[src/rtl/core_pkg.sv]
// Shared RV32I core definitions: datapath width, reset vector, branch funct3
// encodings and the PC unit's control states.
package core_pkg;

  localparam int XLEN_DEFAULT = 32;
  localparam logic [31:0] RESET_PC_DEFAULT = 32'h0000_0000;

  localparam logic [2:0] F3_BEQ  = 3'b000;
  localparam logic [2:0] F3_BNE  = 3'b001;
  localparam logic [2:0] F3_BLT  = 3'b100;
  localparam logic [2:0] F3_BGE  = 3'b101;
  localparam logic [2:0] F3_BLTU = 3'b110;
  localparam logic [2:0] F3_BGEU = 3'b111;

  typedef enum logic {
    RUN   = 1'b0,
    FLUSH = 1'b1
  } pcState_t;

endpackage

[src/rtl/branch_cond.sv]
// Turns the comparator flags into a branch-taken condition for a funct3 code
// and flags the two reserved encodings.
module branch_cond
  import core_pkg::*;
(
  input  logic [2:0] funct3,
  input  logic       brEq,
  input  logic       brLt,
  output logic       cond,
  output logic       illegal
);

  always_comb begin
    cond    = 1'b0;
    illegal = 1'b0;
    case (funct3)
      F3_BEQ:           cond = brEq;
      F3_BNE:           cond = !brEq;
      F3_BLT, F3_BLTU:  cond = brLt;
      F3_BGE, F3_BGEU:  cond = !brLt;
      default:          illegal = 1'b1;
    endcase
  end

endmodule

[src/rtl/branch_pc_unit.sv]
// Resolves the execute-stage branch/jump, owns the fetch PC and sequences the
// post-redirect flush window.
module branch_pc_unit
  import core_pkg::*;
#(
  parameter int              XLEN         = XLEN_DEFAULT,
  parameter logic [XLEN-1:0] RESET_PC     = RESET_PC_DEFAULT,
  parameter int              FLUSH_CYCLES = 2
) (
  input  logic            clk,
  input  logic            rst,
  input  logic            stall,
  input  logic            instValid,
  input  logic            isBranch,
  input  logic            isJal,
  input  logic            isJalr,
  input  logic [2:0]      funct3,
  input  logic            brEq,
  input  logic            brLt,
  input  logic [XLEN-1:0] aluOut,
  output logic            brUn,
  output logic            pcSel,
  output logic [XLEN-1:0] pc,
  output logic [XLEN-1:0] pcPlus4,
  output logic            flush,
  output logic            misalignTrap,
  output logic            illegalBr
);

  pcState_t        state;
  logic [1:0]      flushCnt;
  logic            cond;
  logic            illegal;
  logic            accept;
  logic            jalrSel;
  logic            branchSel;
  logic            take;
  logic [XLEN-1:0] target;

  branch_cond uCond (
    .funct3  (funct3),
    .brEq    (brEq),
    .brLt    (brLt),
    .cond    (cond),
    .illegal (illegal)
  );

  // Decoder conflicts resolve as JAL > JALR > branch.
  assign jalrSel   = isJalr & !isJal;
  assign branchSel = isBranch & !isJal & !isJalr;

  assign brUn    = funct3[1];
  assign accept  = instValid & !stall & (state == RUN);
  assign take    = accept & (isJal | jalrSel | (branchSel & cond));
  assign target  = jalrSel ? {aluOut[XLEN-1:1], 1'b0} : aluOut;
  assign pcSel   = take & !target[1];
  assign pcPlus4 = pc + XLEN'(4);

  always_ff @(posedge clk) begin
    if (rst) begin
      pc           <= RESET_PC;
      state        <= RUN;
      flushCnt     <= 2'd0;
      flush        <= 1'b0;
      misalignTrap <= 1'b0;
      illegalBr    <= 1'b0;
    end else begin
      // Trap pulses are not frozen by stall: take/accept already gate on it.
      misalignTrap <= take & target[1];
      illegalBr    <= accept & branchSel & illegal;
      if (!stall) begin
        pc <= pcSel ? target : pcPlus4;
        case (state)
          RUN: begin
            if (pcSel) begin
              state    <= FLUSH;
              flushCnt <= 2'(FLUSH_CYCLES);
              flush    <= 1'b1;
            end
          end
          FLUSH: begin
            flushCnt <= flushCnt - 2'd1;
            if (flushCnt == 2'd1) begin
              state <= RUN;
              flush <= 1'b0;
            end
          end
          default: begin
            state <= RUN;
            flush <= 1'b0;
          end
        endcase
      end
    end
  end

endmodule

[config.mk]
export PLATFORM = sky130hd
export DESIGN_NAME = branch_pc_unit
export DESIGN_NICKNAME = d
export VERILOG_FILES = /design/src/rtl/core_pkg.sv /design/src/rtl/branch_cond.sv /design/src/rtl/branch_pc_unit.sv
export SDC_FILE = /design/constraint.sdc
export NUM_CORES = 1
export LEC_CHECK = 0
export CAP_MARGIN = 20
export CORE_MARGIN = 4
export CORE_UTILIZATION = 46
export DETAILED_ROUTE_END_ITERATION = 8
export PLACE_DENSITY = 0.95
export SETUP_SLACK_MARGIN = 0.2
export SLEW_MARGIN = 20
export SYNTH_ARGS = -nofsm -noshare
export SYNTH_HDL_FRONTEND = slang
export SYNTH_SLANG_ARGS = --single-unit
[constraint.sdc]
create_clock -name clk -period 4.55 [get_ports clk]
set_input_delay 1.365 -clock clk [delete_from_list [all_inputs] [get_ports clk]]
set_output_delay 1.365 -clock clk [all_outputs]
set_load 0.01 [all_outputs]
==> impl_metrics.json <==
{
  "worst-path-max-fanout": 2,
  "core_sq_um": 5540,
  "tightest_slew_ps": 696,
  "synthMuxAreaShare": 0.0466,
  "area_growth_pct": 46.4,
  "vias": 3018,
  "start_util": 0.475,
  "final_cells": 502,
  "num-fill-cells": 454,
  "postPlaceCellArea_sq_um": 3730,
  "clk_pin_slew_ps": 80,
  "regArea_sq_um": 761,
  "placed_cells": 494,
  "synth_compound_area_frac": 0.192,
  "synth_fa_ha_area_frac": 0.00951,
  "cts-root-buf": "clkbuf_8",
  "wl_per_cell_microns": 17.2,
  "hpwl_microns": 6370,
  "synth_cell_types": 47,
  "syn_area_sq_um": 2630,
  "multi_input_area_sq_um": 1660,
  "grt_pass1_vias": 2889,
  "grtUsageTotal": 0.247,
  "async_reset_ff_frac": 0,
  "syn-num-nets": 382,
  "cp-end-kind": "primary output",
  "final_common_cell": "clkdlybuf4s50_1",
  "fp.dieH_microns": 83.6,
  "clock_skew_ps": 4.70,
  "grt_first_pass_wirelength_microns": 14400,
  "synthFlopType": "dfxtp_1",
  "final_area_sq_um": 3850,
  "cts_sinks": 38,
  "die_w_microns": 83.6,
  "avgSynthCellArea_sq_um": 7.83,
  "tns_ps": 0,
  "cts_setup_buffers": 0,
  "die_area_sq_um": 6990,
  "r2r_cells": 5,
  "clkLatencyLatePin_ps": 310,
  "drcViolationCount": 0,
  "drt-total-wl_microns": 8650,
  "relSlewSlack": 0.531,
  "synth_seq_cells": 38,
  "leakage_nw": 1.34,
  "final-max-slew-violation-count": 0,
  "rr_endpoint": "pc[31]",
  "r2r-start": "pc[6]",
  "htree_levels": 2,
  "cap_violations": 0,
  "startpoint": "brEq",
  "hold_violations": 0,
  "critPathRequiredTime_ps": 3180,
  "placement.io_buffers": 112,
  "start_kind": "input pin",
  "power_density_nw_per_um2": 223,
  "synth-edff-count": 0,
  "cts_buffers": 5,
  "yosys_warnings": 0,
  "cts_hold_buf": 0,
  "fin_crit_ps": 4260,
  "cts_resized": 2,
  "firstDrtPassIters": 5,
  "ir_worst_vdd_mv": 0.173,
  "setup_viol": 0,
  "gp_congestion": 0.853,
  "drtIter0Drc": 213,
  "fmax_ghz": 0.235,
  "synth-seq-area-share": 0.289,
  "num_io_pins": 113,
  "endpoint": "pcSel",
  "synth_xor_area_frac": 0.0966,
  "netlist_instances": 336,
  "clockBufferDepth": 2,
  "grt_max_degree": 52,
  "r2r_setup_slack_ps": 2240,
  "post-route-period-util": 0.937,
  "cts_tree": "done",
  "mostFrequentLayoutCells": "clkdlybuf4s50_1 (110), dfxtp_1 (38), nand3_1 (27)",
  "rsz0062_at_grt": "no",
  "synth_top_family_by_area": "simple AND/OR/NAND/NOR gates",
  "antenna_found_initial": 0,
  "finalPower_uw": 858,
  "synth-simple-area-share": 0.282,
  "num_rows": 27,
  "routed_via_density": 6.01,
  "ant_nets": 0,
  "worstHoldPathType": "reg -> reg",
  "crit_type": "in -> out",
  "arrival_ps": 2900,
  "overflow": 0,
  "outcome": "finished, final reports clean",
  "drive_gt1_frac": 0.0628,
  "fin_nets": 475,
  "antenna_cells": 0
}
-- layer usage --
layer  routed length, microns  GRT usage
met1                     3480      0.306
met2                     4240      0.410
met3                      689     0.0592
met4                      240     0.0965
met5                        0          0
-- cells by family (layout without fill, tap and decap cells) --
family | after synthesis | after routing
compound gates | 73 | 73
flops | 38 | 38
xor+xnor | 29 | 29
simple gates | 132 | 132
fa+ha+maj | 2 | 2
mux | 12 | 12
buf+inv | 50 | 144
-- metrics by stage --
step | setup WS, ps | hold WS [ps] | utilization
final | 286 | 477 | 0.695
after global routing | 213 | 510 | 0.695
after CTS | 212 | 474 | 0.693
after detailed placement | -83.1 | 463 | 0.673
after global placement | -40.4 | 452 | 0.673
after floorplan | 542 | 451 | -
-- final cells by class --
| cell class | count | area share |
|---|---|---|
| multi-input combinational | 248 | 0.431 |
| timing repair buffer | 117 | 0.301 |
| sequential | 38 | 0.198 |
| tap | 72 | 0.0234 |
| inverter | 19 | 0.0185 |
| clock buffer | 5 | 0.0179 |
| clock inverter | 3 | 0.0104 |
-- Yosys cell counts, drive strengths merged, types with 7 or more instances --
| cell type | n | area (sq um) |
|---|---|---|
| or4 | 10 | 78.8 |
| nand2 | 17 | 66.3 |
| buf | 16 | 95.1 |
| a22oi | 15 | 113 |
| clkbuf | 15 | 56.3 |
| xnor2 | 22 | 193 |
| dfxtp | 38 | 761 |
| xor2 | 7 | 61.3 |
| nor2 | 26 | 97.6 |
| inv | 19 | 71.3 |
| nand3 | 27 | 135 |
| nand4 | 15 | 109 |
| a31oi | 13 | 81.3 |
| mux2i | 10 | 100 |
| o32ai | 9 | 78.8 |
| a21oi | 17 | 85.1 |
-- worst min-delay path by stage --
stage,startpoint,endpoint,slack (ps),cells after the start
floorplan,flushCnt[1],flushCnt[1],450,2
global placement,pc[0],pc[0],450,2
detailed placement,pc[0],pc[0],460,2
CTS,pc[0],pc[0],470,2
global route,flushCnt[0],flushCnt[0],510,2
finish,pc[0],pc[0],480,2
-- critical path, stage by stage --
cell,delay (ps)
clkdlybuf4s50_1,410
xnor2_1,130
or3_4,370
a211o_2,320
inv_2,70
clkdlybuf4s15_1,230
-- state kept, by name, summed over array words and instances, names as in the netlist --
name and cells:
illegalBr 1, flushCnt 2, misalignTrap 1, pc 32, flush 1, state 1
-- where the power goes --
group / leakage [nW] / internal, mW / switching [mW]
Clock: 0.0579 / 0.161 / 0.133
Combinational: 0.975 / 0.110 / 0.0808
Sequential: 0.309 / 0.347 / 0.0260
Total: 1.34 / 0.618 / 0.240
Note: power is estimated with default switching activity, not from simulation.
